$ cat src/rtl/up_apb3_bridge_pkg.sv
// Shared types and helpers for the APB3 to uP register-bus bridge.
package up_apb3_pkg;

    typedef enum logic [1:0] {
        IDLE = 2'd0,
        REQ  = 2'd1,
        DONE = 2'd2
    } state_t;

    // Number of byte-offset bits dropped to form a word address.
    function automatic int word_shift(input int bus_width);
        return (bus_width <= 1) ? 0 : $clog2(bus_width);
    endfunction

endpackage

$ cat src/rtl/up_apb3_bridge_if.sv
// APB3 completer port plus uP register-bus port of the bridge.
interface up_apb3_bridge_if #(
    parameter int ADDRESS_WIDTH = 16,
    parameter int BUS_WIDTH     = 4
);
    localparam int WS = up_apb3_pkg::word_shift(BUS_WIDTH);
    localparam int AW = ADDRESS_WIDTH - WS;
    localparam int DW = BUS_WIDTH * 8;

    logic [ADDRESS_WIDTH-1:0] s_apb_paddr;
    logic                     s_apb_psel;
    logic                     s_apb_penable;
    logic                     s_apb_pwrite;
    logic [DW-1:0]            s_apb_pwdata;
    logic                     s_apb_pready;
    logic [DW-1:0]            s_apb_prdata;
    logic                     s_apb_pslverror;

    logic                     up_rreq;
    logic                     up_rack;
    logic [AW-1:0]            up_raddr;
    logic [DW-1:0]            up_rdata;
    logic                     up_wreq;
    logic                     up_wack;
    logic [AW-1:0]            up_waddr;
    logic [DW-1:0]            up_wdata;

    modport slave (
        input  s_apb_paddr, s_apb_psel, s_apb_penable, s_apb_pwrite, s_apb_pwdata,
        output s_apb_pready, s_apb_prdata, s_apb_pslverror,
        output up_rreq, up_raddr,
        input  up_rack, up_rdata,
        output up_wreq, up_waddr, up_wdata,
        input  up_wack
    );

    modport master (
        output s_apb_paddr, s_apb_psel, s_apb_penable, s_apb_pwrite, s_apb_pwdata,
        input  s_apb_pready, s_apb_prdata, s_apb_pslverror,
        input  up_rreq, up_raddr,
        output up_rack, up_rdata,
        input  up_wreq, up_waddr, up_wdata,
        output up_wack
    );

endinterface

$ cat src/rtl/up_apb3_bridge.sv
// APB3 completer issuing one uP request/acknowledge transaction per APB transfer.
//
//   state | meaning
//   IDLE  | waiting for psel; latches address, direction and write data
//   REQ   | uP request held until the matching ack
//   DONE  | pready high until the access phase completes or psel drops
module up_apb3_bridge #(
    parameter int ADDRESS_WIDTH = 16,
    parameter int BUS_WIDTH     = 4
) (
    input logic           clk,
    input logic           rst,
    up_apb3_bridge_if.slave bus
);
    import up_apb3_pkg::*;

    localparam int WS = word_shift(BUS_WIDTH);
    localparam int AW = ADDRESS_WIDTH - WS;
    localparam int DW = BUS_WIDTH * 8;

    state_t        state;
    state_t        state_nxt;
    logic [AW-1:0] addr_q;
    logic          wr_q;
    logic [DW-1:0] wdata_q;
    logic [DW-1:0] prdata_q;
    logic          latch;
    logic          capture;
    logic          ack;

    always_comb begin
        state_nxt = state;
        latch     = 1'b0;
        capture   = 1'b0;
        ack       = wr_q ? bus.up_wack : bus.up_rack;
        case (state)
            IDLE: begin
                if (bus.s_apb_psel) begin
                    latch     = 1'b1;
                    state_nxt = REQ;
                end
            end
            REQ: begin
                if (ack) begin
                    capture   = ~wr_q;
                    state_nxt = DONE;
                end
            end
            DONE: begin
                // Hold off a new request until the APB access phase has consumed pready.
                if (!bus.s_apb_psel || bus.s_apb_penable) begin
                    state_nxt = IDLE;
                end
            end
            default: state_nxt = IDLE;
        endcase
    end

    always_ff @(posedge clk or negedge rst) begin
        if (!rst) begin
            state <= IDLE;
        end else begin
            state <= state_nxt;
        end
    end

    always_ff @(posedge clk or negedge rst) begin
        if (!rst) begin
            addr_q   <= '0;
            wr_q     <= 1'b0;
            wdata_q  <= '0;
            prdata_q <= '0;
        end else begin
            if (latch) begin
                addr_q  <= bus.s_apb_paddr[ADDRESS_WIDTH-1:WS];
                wr_q    <= bus.s_apb_pwrite;
                wdata_q <= bus.s_apb_pwdata;
            end
            if (capture) begin
                prdata_q <= bus.up_rdata;
            end
        end
    end

    assign bus.up_rreq         = (state == REQ) && !wr_q;
    assign bus.up_wreq         = (state == REQ) && wr_q;
    assign bus.up_raddr        = addr_q;
    assign bus.up_waddr        = addr_q;
    assign bus.up_wdata        = wdata_q;
    assign bus.s_apb_pready    = (state == DONE);
    assign bus.s_apb_prdata    = prdata_q;
    assign bus.s_apb_pslverror = 1'b0;

endmodule

$ cat src/flat_wrapper.sv
// flat-port wrapper written by rule: the top's interface ports become plain ports
module up_apb3_bridge_flat import up_apb3_pkg::*;
#(
    parameter int ADDRESS_WIDTH = 16,
    parameter int BUS_WIDTH     = 4
)
  (clk, rst, bus_s_apb_paddr, bus_s_apb_psel, bus_s_apb_penable, bus_s_apb_pwrite, bus_s_apb_pwdata, bus_s_apb_pready, bus_s_apb_prdata, bus_s_apb_pslverror, bus_up_rreq, bus_up_raddr, bus_up_rack, bus_up_rdata, bus_up_wreq, bus_up_waddr, bus_up_wdata, bus_up_wack);
  up_apb3_bridge_if #(.ADDRESS_WIDTH(ADDRESS_WIDTH), .BUS_WIDTH(BUS_WIDTH)) bus_i ();
  input logic clk;
  input logic rst;
  input wire logic [$bits(bus_i.s_apb_paddr)-1:0] bus_s_apb_paddr;
  input wire logic [$bits(bus_i.s_apb_psel)-1:0] bus_s_apb_psel;
  input wire logic [$bits(bus_i.s_apb_penable)-1:0] bus_s_apb_penable;
  input wire logic [$bits(bus_i.s_apb_pwrite)-1:0] bus_s_apb_pwrite;
  input wire logic [$bits(bus_i.s_apb_pwdata)-1:0] bus_s_apb_pwdata;
  output wire logic [$bits(bus_i.s_apb_pready)-1:0] bus_s_apb_pready;
  output wire logic [$bits(bus_i.s_apb_prdata)-1:0] bus_s_apb_prdata;
  output wire logic [$bits(bus_i.s_apb_pslverror)-1:0] bus_s_apb_pslverror;
  output wire logic [$bits(bus_i.up_rreq)-1:0] bus_up_rreq;
  output wire logic [$bits(bus_i.up_raddr)-1:0] bus_up_raddr;
  input wire logic [$bits(bus_i.up_rack)-1:0] bus_up_rack;
  input wire logic [$bits(bus_i.up_rdata)-1:0] bus_up_rdata;
  output wire logic [$bits(bus_i.up_wreq)-1:0] bus_up_wreq;
  output wire logic [$bits(bus_i.up_waddr)-1:0] bus_up_waddr;
  output wire logic [$bits(bus_i.up_wdata)-1:0] bus_up_wdata;
  input wire logic [$bits(bus_i.up_wack)-1:0] bus_up_wack;
  assign bus_i.s_apb_paddr = bus_s_apb_paddr;
  assign bus_i.s_apb_psel = bus_s_apb_psel;
  assign bus_i.s_apb_penable = bus_s_apb_penable;
  assign bus_i.s_apb_pwrite = bus_s_apb_pwrite;
  assign bus_i.s_apb_pwdata = bus_s_apb_pwdata;
  assign bus_s_apb_pready = bus_i.s_apb_pready;
  assign bus_s_apb_prdata = bus_i.s_apb_prdata;
  assign bus_s_apb_pslverror = bus_i.s_apb_pslverror;
  assign bus_up_rreq = bus_i.up_rreq;
  assign bus_up_raddr = bus_i.up_raddr;
  assign bus_i.up_rack = bus_up_rack;
  assign bus_i.up_rdata = bus_up_rdata;
  assign bus_up_wreq = bus_i.up_wreq;
  assign bus_up_waddr = bus_i.up_waddr;
  assign bus_up_wdata = bus_i.up_wdata;
  assign bus_i.up_wack = bus_up_wack;
  up_apb3_bridge #(.ADDRESS_WIDTH(ADDRESS_WIDTH), .BUS_WIDTH(BUS_WIDTH)) u_core (.clk(clk), .rst(rst), .bus(bus_i));
endmodule
$ cat config.mk
export PLATFORM = sky130hd
export DESIGN_NAME = up_apb3_bridge_flat
export DESIGN_NICKNAME = d
export VERILOG_FILES = /design/src/rtl/up_apb3_bridge_pkg.sv /design/src/rtl/up_apb3_bridge_if.sv /design/src/rtl/up_apb3_bridge.sv /design/src/flat_wrapper.sv
export SDC_FILE = /design/constraint.sdc
export NUM_CORES = 1
export LEC_CHECK = 0
export ABC_AREA = 1
export CAP_MARGIN = 20
export CORE_MARGIN = 2
export CORE_UTILIZATION = 40
export CTS_CLUSTER_SIZE = 40
export DETAILED_ROUTE_END_ITERATION = 7
export PLACE_DENSITY_LB_ADDON = 0.2
export SYNTH_ARGS = -nofsm -noshare
export SYNTH_HDL_FRONTEND = slang
export SYNTH_SLANG_ARGS = --single-unit
$ cat constraint.sdc
create_clock -name clk -period 1.3 [get_ports clk]
set_input_delay 0.26 -clock clk [delete_from_list [all_inputs] [get_ports clk]]
set_output_delay 0.26 -clock clk [all_outputs]
set_load 0.02 [all_outputs]
==> flow_summary.ini, run 1 <==
[clock_network]
htree_levels = 3
cts_buffers = 9
tritoncts = yes
numClockSinks = 81
root_buffer = clkbuf_8
clock_path_buffers = 2
clkSlewWorstSetupHoldPaths_ns = 0.08
worstSkewPairLatency_ns = 0.34

[setup_path]
startpoint_type = flip-flop
r2r_cells = 6
worstPathArrival_ns = 1.20
critPathSlowestCell = dfrtp_1
critPathKind = reg2out
crit_fanout = 3
crit_chain = nor2_4 -> inv_4 -> nor2_4 -> buf_6
max_stage_delay_ns = 0.43
reg2reg_to = u_core.bus.s_apb_prdata[11]
r2r_slack_ns = -0.05
crit_top_cell = nor2_4
timing.rr.start = u_core.state[1]
crit_path_end_kind = output port
required_ns = 1.04

[timing]
slew_violations = 0
fmax_mhz = 686
fin_crit_sh = 1.12
fin_tns_setup_ns = -1.97
post-route-min-period_ns = 1.46
finalHoldViolCount = 0
rsz0062_at_grt = true
finClkSkew_ns = 0.0110
setup_viol = 75
fin_ws_ns = -0.157

[route]
detail_route.iter0.violations = 96
vias = 3188
firstDrtPassIters = 5
detail_route.wl_per_cell_um = 15.1
ant_nets = 0
wirelength_mm = 10.3
drc = 0
avgViaCountPerCell = 4.69

[yosys]
yosys_register_bits = 81
yosys-top-cells-area = dfrtp_1 (58%), nand2_1 (14%), o21ai_2 (8.0%)
synth_sequential_area_ratio = 0.580
synth_warnings = 0
syn_inst = 375
syn-num-nets = 462
synth_area_per_cell_sq_um = 9.32
yosysTopAreaCell = dfrtp_1
synth.distinct_cells = 18
netlist_area_sq_mm = 0.00349
yosysTopAreaCellShare = 0.580

[pwr]
power_frac_comb = 0.569
leakagePower_nw = 2.94
p_switching_mw = 6.04
pwr-share-seq = 0.314
ir_drop_v = 0.00110
sw_frac_of_total = 0.433
p_int_mw = 7.91
power_density_mw_per_mm2 = 2430
clkPwrFrac = 0.117

[layout]
final_nets = 655
drive_gt1_frac = 0.325
syn_to_final_growth_pct = 64.6
final_cell_mix = nand2_1 (130), clkdlybuf4s50_1 (82), dfrtp_1 (81), nand3_1 (46)
layout_commonest_cell = nand2_1
diodes = 0
postLayoutCoreUtil = 0.669

[place]
dp_hpwl_mm = 6.83
gp_congestion = 0.834
port_buffers = 179

[floorplanning]
dieArea_sq_mm = 0.00950
die_h_um = 97.5
rows = 34
ios = 183
core_sq_mm = 0.00859
die_x_um = 97.5
initial_utilization = 0.407

[outcome]
violations = setup timing
outcome = finished with violations

[grt]
grt_pass1_wl_mm = 15.2
first_global_vias = 3079
antenna_found_initial = 0
grt_max_degree = 38
gr-usage-all-layers = 0.199
gr-total-overflow = 0

[hold_path]
hold_class = in2async

[run]
maxCapViolCount = 0
cells in the mapped netlist:
cell	count
nor2_2	1
buf_6	7
nand3_1	46
nand3_4	1
dfrtp_1	81
conb_1	1
inv_2	1
buf_2	6
nand2_1	131
buf_4	17
nor2_1	6
a21oi_1	1
nand4_1	1
clkbuf_1	3
buf_1	3
inv_1	36
o21ai_1	1
o21ai_2	32
what timing repair did:
action                     in CTS  in global routing
hold buffers                    1                  0
hold endpoints to repair       22                  0
gates cloned                    0                 10
setup buffers                   3                  6
resized for setup             256                 71
pin swaps                       3                  6
setup endpoints to repair      95                134
metrics by stage:
step	total power, mW	worst slack (ns)	instance area, sq um	hold WS, ns	cells
final	14.0	-0.157	5750	0.364	680
after global routing	14.8	-0.207	5750	0.381	680
after CTS	13.4	-0.157	5680	0.357	665
after detailed placement	12.1	-0.353	5400	0.190	646
after global placement	11.9	-0.312	5400	0.188	646
after floorplan	8.46	0.132	3490	-0.0356	375
cell families after synthesis:
logic type | Yosys count | synth area share
flops | 81 | 0.580
compound gates | 34 | 0.0831
other cells | 1 | 0.00107
buf+inv | 73 | 0.114
simple gates | 186 | 0.222
worst max-delay path by stage:
stage                          from          end  cells past startpoint
global placement    u_core.state[1]  bus_up_rreq                      4
detailed placement  u_core.state[1]  bus_up_rreq                      4
finish              u_core.state[1]  bus_up_rreq                      4
global route        u_core.state[0]  bus_up_rreq                      5
CTS                 u_core.state[0]  bus_up_wreq                      5
floorplan           u_core.state[1]  bus_up_rreq                      3
power groups by stage:
stage	Clock [mW]	Sequential [mW]	Combinational [mW]
floorplan	0	5.76	2.70
finish	1.63	4.38	7.94
global placement	0	4.36	7.54
detailed placement	0	4.41	7.66
CTS	1.68	4.39	7.30
global route	1.76	4.56	8.49
routing by layer:
metal / global-route usage / wire length [um] / vias up
met5: 0 / 0 / -
met4: 0.0609 / 89 / 0
met3: 0.0597 / 783 / 7
met2: 0.340 / 5230 / 120
met1: 0.243 / 4170 / 1525
li1: - / - / 1536
flip-flops by register name, summed over array words and instances, names as in the netlist:
signal	cells
u_core.state	2
u_core.bus.s_apb_prdata	32
u_core.bus.up_wdata	32
u_core.bus.up_raddr	14
u_core.wr_q	1
layout make-up:
| class | count | area, sq um |
|---|---|---|
| timing repair buffer | 217 | 2130 |
| multi-input combinational | 222 | 1150 |
| clock buffer | 10 | 138 |
| fill | 702 | 2840 |
| inverter | 37 | 141 |
| tap | 108 | 135 |
| sequential | 81 | 2030 |
| clock inverter | 5 | 32.5 |
worst max-delay path: cells and delay by family, from the launching register on:
| kind | cells | cell delay [ns] |
|---|---|---|
| buffers and inverters | 2 | 0.19 |
| and+or+nand+nor | 2 | 0.25 |
| DFF | 1 | 0.43 |
(Power assumes the default switching activity.)
==> run 2: changes to the inputs <==
- TNS_END_PERCENT: default -> 20
==> run 2 against run 1 <==
The run still ends with setup timing left. Clock power is essentially flat. Sequential share of layout area grew 1.2 points. Combinational power decreased by 8.2%. Largest cell class is now registers. Highest routed layer unchanged.
==> flow_summary.ini, run 2 (synthesis results as in run 1) <==
[outcome]
outcome = finished with violations
violations = setup timing

[timing]
fin_ws_ns = -0.169
fin_hold_ws_ns = 0.362
slew_violations = 0
post-route-min-period_ns = 1.47
fmax_mhz = 681
finClkSkew_ns = 0.00933
finalHoldViolCount = 0
rsz0062_at_grt = true
setup_viol = 53
fin_crit_sh = 1.13

[route]
vias = 3142
wirelength_mm = 9.83
firstDrtPassIters = 4
avgViaCountPerCell = 4.70
detail_route.iter0.violations = 115
drc = 0
detail_route.wl_per_cell_um = 14.7
ant_nets = 0

[run]
maxCapViolCount = 0

[layout]
instances_no_fill = 669
final_nets = 644
postLayoutCoreUtil = 0.647
fin_area_sq_mm = 0.00556
fillers = 726
final_cell_mix = nand2_1 (130), clkdlybuf4s50_1 (82), dfrtp_1 (81), nand3_1 (46)
drive_gt1_frac = 0.312
syn_to_final_growth_pct = 59.2
layout_commonest_cell = nand2_1
diodes = 0

[pwr]
leakagePower_nw = 2.85
ir_drop_v = 0.00108
power_frac_comb = 0.548
p_switching_mw = 5.83
clkPwrFrac = 0.123
power.total_mw = 13.3
pwr-share-seq = 0.329
p_int_mw = 7.47
power_density_mw_per_mm2 = 2390
sw_frac_of_total = 0.439

[setup_path]
worstPathArrival_ns = 1.21
required_ns = 1.04
crit_chain = nor2_4 -> inv_4 -> nor2_4 -> buf_6
max_stage_delay_ns = 0.43
startpoint_type = flip-flop
critPathKind = reg2out
crit_path_end_kind = output port
crit_top_cell = nor2_4
crit_fanout = 3
crit_buf_inv = 2
cp_top_family = flip-flops
critPathSlowestCell = dfrtp_1

[floorplanning]
initial_utilization = 0.407
die_h_um = 97.5
core_sq_mm = 0.00859
ios = 183
die_x_um = 97.5
rows = 34
dieArea_sq_mm = 0.00950

[clock_network]
numClockSinks = 81
worstSkewPairLatency_ns = 0.35
cts_buffers = 9
clock_path_buffers = 2
htree_levels = 3
clkSlewWorstSetupHoldPaths_ns = 0.08
tritoncts = yes
root_buffer = clkbuf_8

[grt]
gr-usage-all-layers = 0.199
gr-total-overflow = 0
first_global_vias = 3079
antenna_found_initial = 0
grt_pass1_wl_mm = 15.2
grt_max_degree = 38

[hold_path]
hold_class = in2async

[place]
post_dp_cell_area_sq_mm = 0.00540
gp_congestion = 0.834
place_inst = 646
dp_hpwl_mm = 6.83
port_buffers = 179
-- run 2: final timing paths --
kind / endpoint / depth (start not counted) / startpoint / slack, ns
worst max-delay path: bus_up_rreq / 4 / u_core.state[1] / -0.17
worst min-delay path: u_core.bus.s_apb_prdata[5] / 2 / rst / 0.36
worst max register to register: u_core.bus.s_apb_prdata[11] / 6 / u_core.state[1] / -0.07
max in group asynchronous: u_core.bus.up_wdata[0] / 3 / rst / 0.43
min in group clk: u_core.bus.up_wdata[4] / 4 / bus_s_apb_psel / 0.43
worst min register to register: u_core.bus.up_wdata[6] / 2 / u_core.bus.up_wdata[6] / 0.48
-- run 2: routing by layer --
metal  wire length (um)  global-route usage  part of all wire  up-vias
met2               5010               0.340              0.51      127
met1               3940               0.243              0.40     1495
met5                  0                   0                 0        -
met3                765              0.0597             0.078       10
li1                   -                   -                 -     1510
met4                111              0.0609             0.011        0
-- run 2: layout make-up --
type | instances | area (sq um) | area share
clock buffers | 10 | 138 | 0.0248
clock inverters | 5 | 32.5 | 0.00585
inverters | 37 | 141 | 0.0254
multi-input cells | 221 | 1120 | 0.202
flip-flops and latches | 81 | 2030 | 0.365
well taps | 108 | 135 | 0.0243
repair buffers | 207 | 1960 | 0.353
-- run 2: power by group through the flow --
stage / combinational [mW] / clock [mW] / sequential, mW
2_1_floorplan: 2.70 / 0 / 5.76
5_1_grt: 7.83 / 1.77 / 4.55
4_1_cts: 7.30 / 1.68 / 4.39
6_report: 7.29 / 1.64 / 4.38
3_3_place_gp: 7.54 / 0 / 4.36
3_5_place_dp: 7.66 / 0 / 4.41
-- run 2: repair_timing --
item                       in CTS  in global routing
gates cloned                    0                  4
setup endpoints to repair      95                134
setup buffers                   3                  1
hold buffers                    1                  0
hold endpoints to repair       22                  0
pin swaps                       3                  6
resized for setup             256                 62
-- run 2: stage by stage --
step | setup slack, ns | TNS (ns)
after global placement | -0.312 | -5.78
final | -0.169 | -2.21
after CTS | -0.157 | -0.562
after global routing | -0.219 | -7.14
after detailed placement | -0.353 | -5.83
after floorplan | 0.132 | 0
